[src/rtl/nes_controller_reader.sv]
// nes_controller_reader: polls one NES pad over its latch/pulse/data wires and
// publishes the eight buttons as a registered active-high byte with a one-cycle strobe.
module nes_controller_reader #(
  parameter int LATCH_CYCLES      = 300,
  parameter int HALF_PULSE_CYCLES = 150,
  parameter int POLL_CYCLES       = 419583
) (
  input  logic       clk,
  input  logic       reset_n,
  input  logic       nes_data,
  output logic       nes_latch,
  output logic       nes_pulse,
  output logic [7:0] buttons,
  output logic       buttons_valid
);

  localparam int POLL_W    = $clog2(POLL_CYCLES);
  localparam int PHASE_MAX = (LATCH_CYCLES > HALF_PULSE_CYCLES) ? LATCH_CYCLES : HALF_PULSE_CYCLES;
  localparam int PHASE_W   = $clog2(PHASE_MAX);

  localparam logic [POLL_W-1:0]  POLL_LAST  = POLL_W'(POLL_CYCLES - 1);
  localparam logic [PHASE_W-1:0] LATCH_LAST = PHASE_W'(LATCH_CYCLES - 1);
  localparam logic [PHASE_W-1:0] HALF_LAST  = PHASE_W'(HALF_PULSE_CYCLES - 1);
  localparam logic [PHASE_W-1:0] PHASE_ONE  = PHASE_W'(1);
  localparam logic [POLL_W-1:0]  POLL_ONE   = POLL_W'(1);

  typedef enum logic [2:0] {
    S_IDLE     = 3'd0,
    S_LATCH    = 3'd1,
    S_GAP      = 3'd2,
    S_PULSE_HI = 3'd3,
    S_DONE     = 3'd4
  } state_t;

  logic               r_sync1;
  logic               r_sync2;
  logic [POLL_W-1:0]  r_poll;
  logic               w_tick;
  state_t             r_state;
  state_t             w_state_next;
  logic [PHASE_W-1:0] r_phase;
  logic [PHASE_W-1:0] w_phase_next;
  logic               w_phase_end;
  logic [2:0]         r_idx;
  logic [2:0]         w_idx_next;
  logic [7:0]         r_shift;
  logic [7:0]         w_shift_next;
  logic               w_sample;
  logic               r_latch;
  logic               r_pulse;
  logic [7:0]         r_buttons;
  logic [7:0]         w_buttons_next;
  logic               r_valid;

  assign w_tick   = (r_poll == POLL_LAST);
  assign w_sample = ~r_sync2;

  // Two-flop synchronizer for the asynchronous pad data; idles high like an unplugged pad.
  always_ff @(posedge clk or negedge reset_n) begin
    if (!reset_n) begin
      r_sync1 <= 1'b1;
      r_sync2 <= 1'b1;
    end else begin
      r_sync1 <= nes_data;
      r_sync2 <= r_sync1;
    end
  end

  // Free-running poll period counter, independent of the transaction state.
  always_ff @(posedge clk or negedge reset_n) begin
    if (!reset_n) begin
      r_poll <= '0;
    end else if (w_tick) begin
      r_poll <= '0;
    end else begin
      r_poll <= r_poll + POLL_ONE;
    end
  end

  // Detects the final cycle of the timed states.
  always_comb begin
    w_phase_end = 1'b0;
    case (r_state)
      S_LATCH:           w_phase_end = (r_phase == LATCH_LAST);
      S_GAP, S_PULSE_HI: w_phase_end = (r_phase == HALF_LAST);
      default:           w_phase_end = 1'b0;
    endcase
  end

  // Next-state, bit capture and publish decisions.
  always_comb begin
    w_state_next   = r_state;
    w_idx_next     = r_idx;
    w_shift_next   = r_shift;
    w_buttons_next = r_buttons;
    case (r_state)
      S_IDLE: begin
        // Ticks outside IDLE are simply ignored: no pending poll is remembered.
        if (w_tick) begin
          w_state_next = S_LATCH;
        end else begin
          w_state_next = S_IDLE;
        end
      end
      S_LATCH: begin
        if (w_phase_end) begin
          w_state_next = S_GAP;
        end else begin
          w_state_next = S_LATCH;
        end
      end
      S_GAP: begin
        if (w_phase_end) begin
          w_shift_next[r_idx] = w_sample;
          if (r_idx == 3'd7) begin
            // Publish on DONE entry so the byte and its strobe appear in the same cycle.
            w_state_next   = S_DONE;
            w_buttons_next = {w_sample, r_shift[6:0]};
          end else begin
            w_state_next = S_PULSE_HI;
            w_idx_next   = r_idx + 3'd1;
          end
        end else begin
          w_state_next = S_GAP;
        end
      end
      S_PULSE_HI: begin
        if (w_phase_end) begin
          w_state_next = S_GAP;
        end else begin
          w_state_next = S_PULSE_HI;
        end
      end
      S_DONE: begin
        w_idx_next   = 3'd0;
        w_state_next = S_IDLE;
      end
      default: begin
        w_idx_next   = 3'd0;
        w_state_next = S_IDLE;
      end
    endcase
  end

  // Phase counter restarts on every state entry and stays parked while idle.
  always_comb begin
    if ((w_state_next != r_state) || (r_state == S_IDLE)) begin
      w_phase_next = '0;
    end else begin
      w_phase_next = r_phase + PHASE_ONE;
    end
  end

  // Transaction state, phase, bit index and shift register.
  always_ff @(posedge clk or negedge reset_n) begin
    if (!reset_n) begin
      r_state <= S_IDLE;
      r_phase <= '0;
      r_idx   <= 3'd0;
      r_shift <= 8'h00;
    end else begin
      r_state <= w_state_next;
      r_phase <= w_phase_next;
      r_idx   <= w_idx_next;
      r_shift <= w_shift_next;
    end
  end

  // Registered pad-facing and datapath-facing outputs, decoded from the next state.
  always_ff @(posedge clk or negedge reset_n) begin
    if (!reset_n) begin
      r_latch   <= 1'b0;
      r_pulse   <= 1'b0;
      r_valid   <= 1'b0;
      r_buttons <= 8'h00;
    end else begin
      r_latch   <= (w_state_next == S_LATCH);
      r_pulse   <= (w_state_next == S_PULSE_HI);
      r_valid   <= (w_state_next == S_DONE);
      r_buttons <= w_buttons_next;
    end
  end

  assign nes_latch     = r_latch;
  assign nes_pulse     = r_pulse;
  assign buttons       = r_buttons;
  assign buttons_valid = r_valid;

endmodule
[config.mk]
export PLATFORM = sky130hd
export DESIGN_NAME = nes_controller_reader
export DESIGN_NICKNAME = d
export VERILOG_FILES = /design/src/rtl/nes_controller_reader.sv
export SDC_FILE = /design/constraint.sdc
export NUM_CORES = 1
export LEC_CHECK = 0
export ABC_AREA = 0
export CORE_MARGIN = 8
export CORE_UTILIZATION = 30
export DETAILED_ROUTE_END_ITERATION = 8
export DONT_BUFFER_PORTS = 1
export GPL_TIMING_DRIVEN = 0
export PLACE_DENSITY_LB_ADDON = 0.3
export SLEW_MARGIN = 20
export SYNTH_ARGS = -nofsm -noshare
export SYNTH_HDL_FRONTEND = slang
export SYNTH_SLANG_ARGS = --single-unit
export TNS_END_PERCENT = 1
[constraint.sdc]
create_clock -name clk -period 2.62 [get_ports clk]
set_input_delay 0.524 -clock clk [delete_from_list [all_inputs] [get_ports clk]]
set_output_delay 0.524 -clock clk [all_outputs]
set_load 0.03 [all_outputs]
==> flow_summary.toml <==
[synthesis]
synth_adder_area_share_pct = 2.51
yosysTopAreaCell = "dfrtp_1"
ys_ff_latch = 54
ys_top_cells_by_area = "dfrtp_1, nor2_1, xnor2_1"
ys_warn_count = 0
synthArstFlopShare_pct = 100
synth-seq-area-share_pct = 54.2
synth_top_area_share_pct = 52.1
syn_area_um2 = 2500
syn-num-nets = 251
avgSynthCellArea_um2 = 10.3
postSynthCellCount = 243
synth-xor-area-share_pct = 8.07
synthFlopType = "dfrtp_1"
synth_edf_count = 0
synth_compound_area_share_pct = 4.31
yosys.cell_types.count = 36
synthSimpleGateAreaFrac_pct = 24.4
synthMuxAreaShare_pct = 3.61
synth_top_family_by_area = "simple AND/OR/NAND/NOR gates"

[timing]
period_minus_slack_ns = 2.12
max_freq_ghz = 0.471
drv_slew = 0
final-setup-viol-count = 0
fin_skew_ns = 0.00988
worst_slew_margin_rel_pct = 40.2
rsz0062_at_grt = "false"
tns_ns = 0
hold_violations = 0
worst_pin_slew_ns = 0.889
min_period_over_period_pct = 81.1

[routing]
ant_nets = 0
totalWireLength_um = 4700
wire_per_inst_um = 13.2
remaining_drc_errors = 0
via_count = 1710
first_iter_violations = 83
firstDrtPassIters = 4
vias_per_cell = 4.79

[global_routing]
grt_max_degree = 53
gr-total-overflow = 0
grt_usage_pct = 8.88
antenna_found_initial = 0
grt_pass1_wl_um = 8260
grt_pass1_vias = 1718

[critical_path]
arrival_ns = 2.32
worstReg2RegStart = "r_poll[0]$_DFF_PN0_"
critPathMaxFanout = 10
crit_type = "flop to flop"
reg2reg_depth = 7
startpoint_type = "flop"
r2r-end = "r_poll[13]$_DFF_PN0_"
crit_required_ns = 2.82
rrSetupSlack_ns = 0.50
endpoint_kind = "flop"

[place]
place_congestion = 0.757
place_area_um2 = 2630
hpwl_um = 3200
numPortBuffers = 0

[clocking]
worst_skew_pair.late_latency_ns = 0.32
cts_tree = "built"
cts-root-buf = "clkbuf_8"
clockBufferDepth = 2
cts_made_buffers = 5
cts_sinks = 54
clk_pin_slew_ns = 0.10
htree_levels = 2
postCtsSetupBuffers = 0

[floorplanning]
io_pins = 14
die_w_um = 107
die_area_um2 = 11500
coreArea_um2 = 8130
row_count = 33
fp.dieH_um = 107
start_util_pct = 30.7

[final_layout]
layout-drive-gt1-share_pct = 7.94
syn2layout_area_growth_pct = 10.1
final_util_pct = 33.8
final_common_cell = "dfrtp_1"
antenna_cells = 0
nets = 259
stdcell_area_um2 = 2750
final_cell_mix = "dfrtp_1, nor2_1, nand2_1"

[run]
maxCapViolCount = 0

[hold_path]
worstHoldPathType = "input port to asynchronous set/reset pin"

[status]
status = "finished, final reports clean"

[pwr]
power_density_nw_per_um2 = 487
ir_worst_vdd_mv = 0.201
leakagePower_nw = 1.15
==> layout make-up <==
class / instances / area [um^2]
inverter: 12 / 45.0
buffer: 6 / 26.3
sequential: 54 / 1350
multi-input combinational: 171 / 1070
fill: 852 / 5380
clock inverter: 3 / 25.0
timing repair buffer: 1 / 27.5
tap: 105 / 131
clock buffer: 5 / 68.8
==> worst max path at each step <==
stage / cells after the start / end / from
2_1_floorplan: 7 / r_poll[10]$_DFF_PN0_ / r_poll[0]$_DFF_PN0_
3_3_place_gp: 7 / r_poll[5]$_DFF_PN0_ / r_poll[0]$_DFF_PN0_
3_5_place_dp: 7 / r_poll[5]$_DFF_PN0_ / r_poll[0]$_DFF_PN0_
4_1_cts: 7 / r_poll[10]$_DFF_PN0_ / r_poll[0]$_DFF_PN0_
5_1_grt: 6 / r_poll[14]$_DFF_PN0_ / r_poll[0]$_DFF_PN0_
6_report: 7 / r_poll[13]$_DFF_PN0_ / r_poll[0]$_DFF_PN0_
==> critical path: stages (launching register included) <==
cell and delay (ns):
dfrtp_1 0.43, inv_1 0.07, ha_1 0.15, nand2_1 0.05, or4_4 0.43, nor4_4 0.49, buf_2 0.31, nor2_1 0.07
==> layer usage <==
| metal | part of all wire (%) | up-vias | global-route usage [%] |
|---|---|---|---|
| li1 | - | 842 | - |
| met4 | 1.9 | 0 | 4.22 |
| met5 | 0 | - | 0 |
| met1 | 50 | 839 | 11.9 |
| met3 | 4.1 | 7 | 2.52 |
| met2 | 44 | 22 | 12.9 |
==> where the power goes <==
group	internal [mW]	switching (mW)
combinational	0.00498	0.0163
sequential	0.836	0.000341
clock	0.193	0.289
total	1.03	0.306
==> Yosys cell counts (4+ instances only) <==
cell type	n
nor2_1	35
and3_1	5
xor2_1	11
and4_1	4
nand3_1	10
mux2i_1	9
nor4_1	7
nand2b_1	5
xnor2_1	12
nand2_1	26
o21ai_0	12
inv_1	12
nand4_1	5
ha_1	5
dfrtp_1	52
==> through the flow <==
step	std cells	power [mW]	setup WS (ns)	hold slack (ns)
after detailed placement	348	0.855	0.505	0.231
after global routing	357	1.40	0.350	0.00818
after global placement	348	0.855	0.506	0.231
final	357	1.34	0.496	0.0353
after CTS	357	1.37	0.481	0.0194
after floorplan	243	0.854	0.780	0.228
==> cell families after synthesis <==
logic type      Yosys count
buf+inv                  18
flops                    54
simple gates            116
mux                       9
xor+xnor                 23
compound gates           18
fa+ha+maj                 5
==> sequential cells by signal, indices dropped and copies added, names as in the netlist <==
name / cells
buttons: 8
buttons_valid: 1
nes_latch: 1
nes_pulse: 1
r_idx: 3
r_phase: 9
r_poll: 19
r_shift: 7
r_state: 3
r_sync1: 1
r_sync2: 1
==> timing repair <==
| action | in CTS | in global routing |
|---|---|---|
| hold endpoints to repair | 52 | 0 |
| hold buffers | 1 | 0 |
| resized for setup | 0 | 0 |
Note: power is estimated with default switching activity, not from simulation.
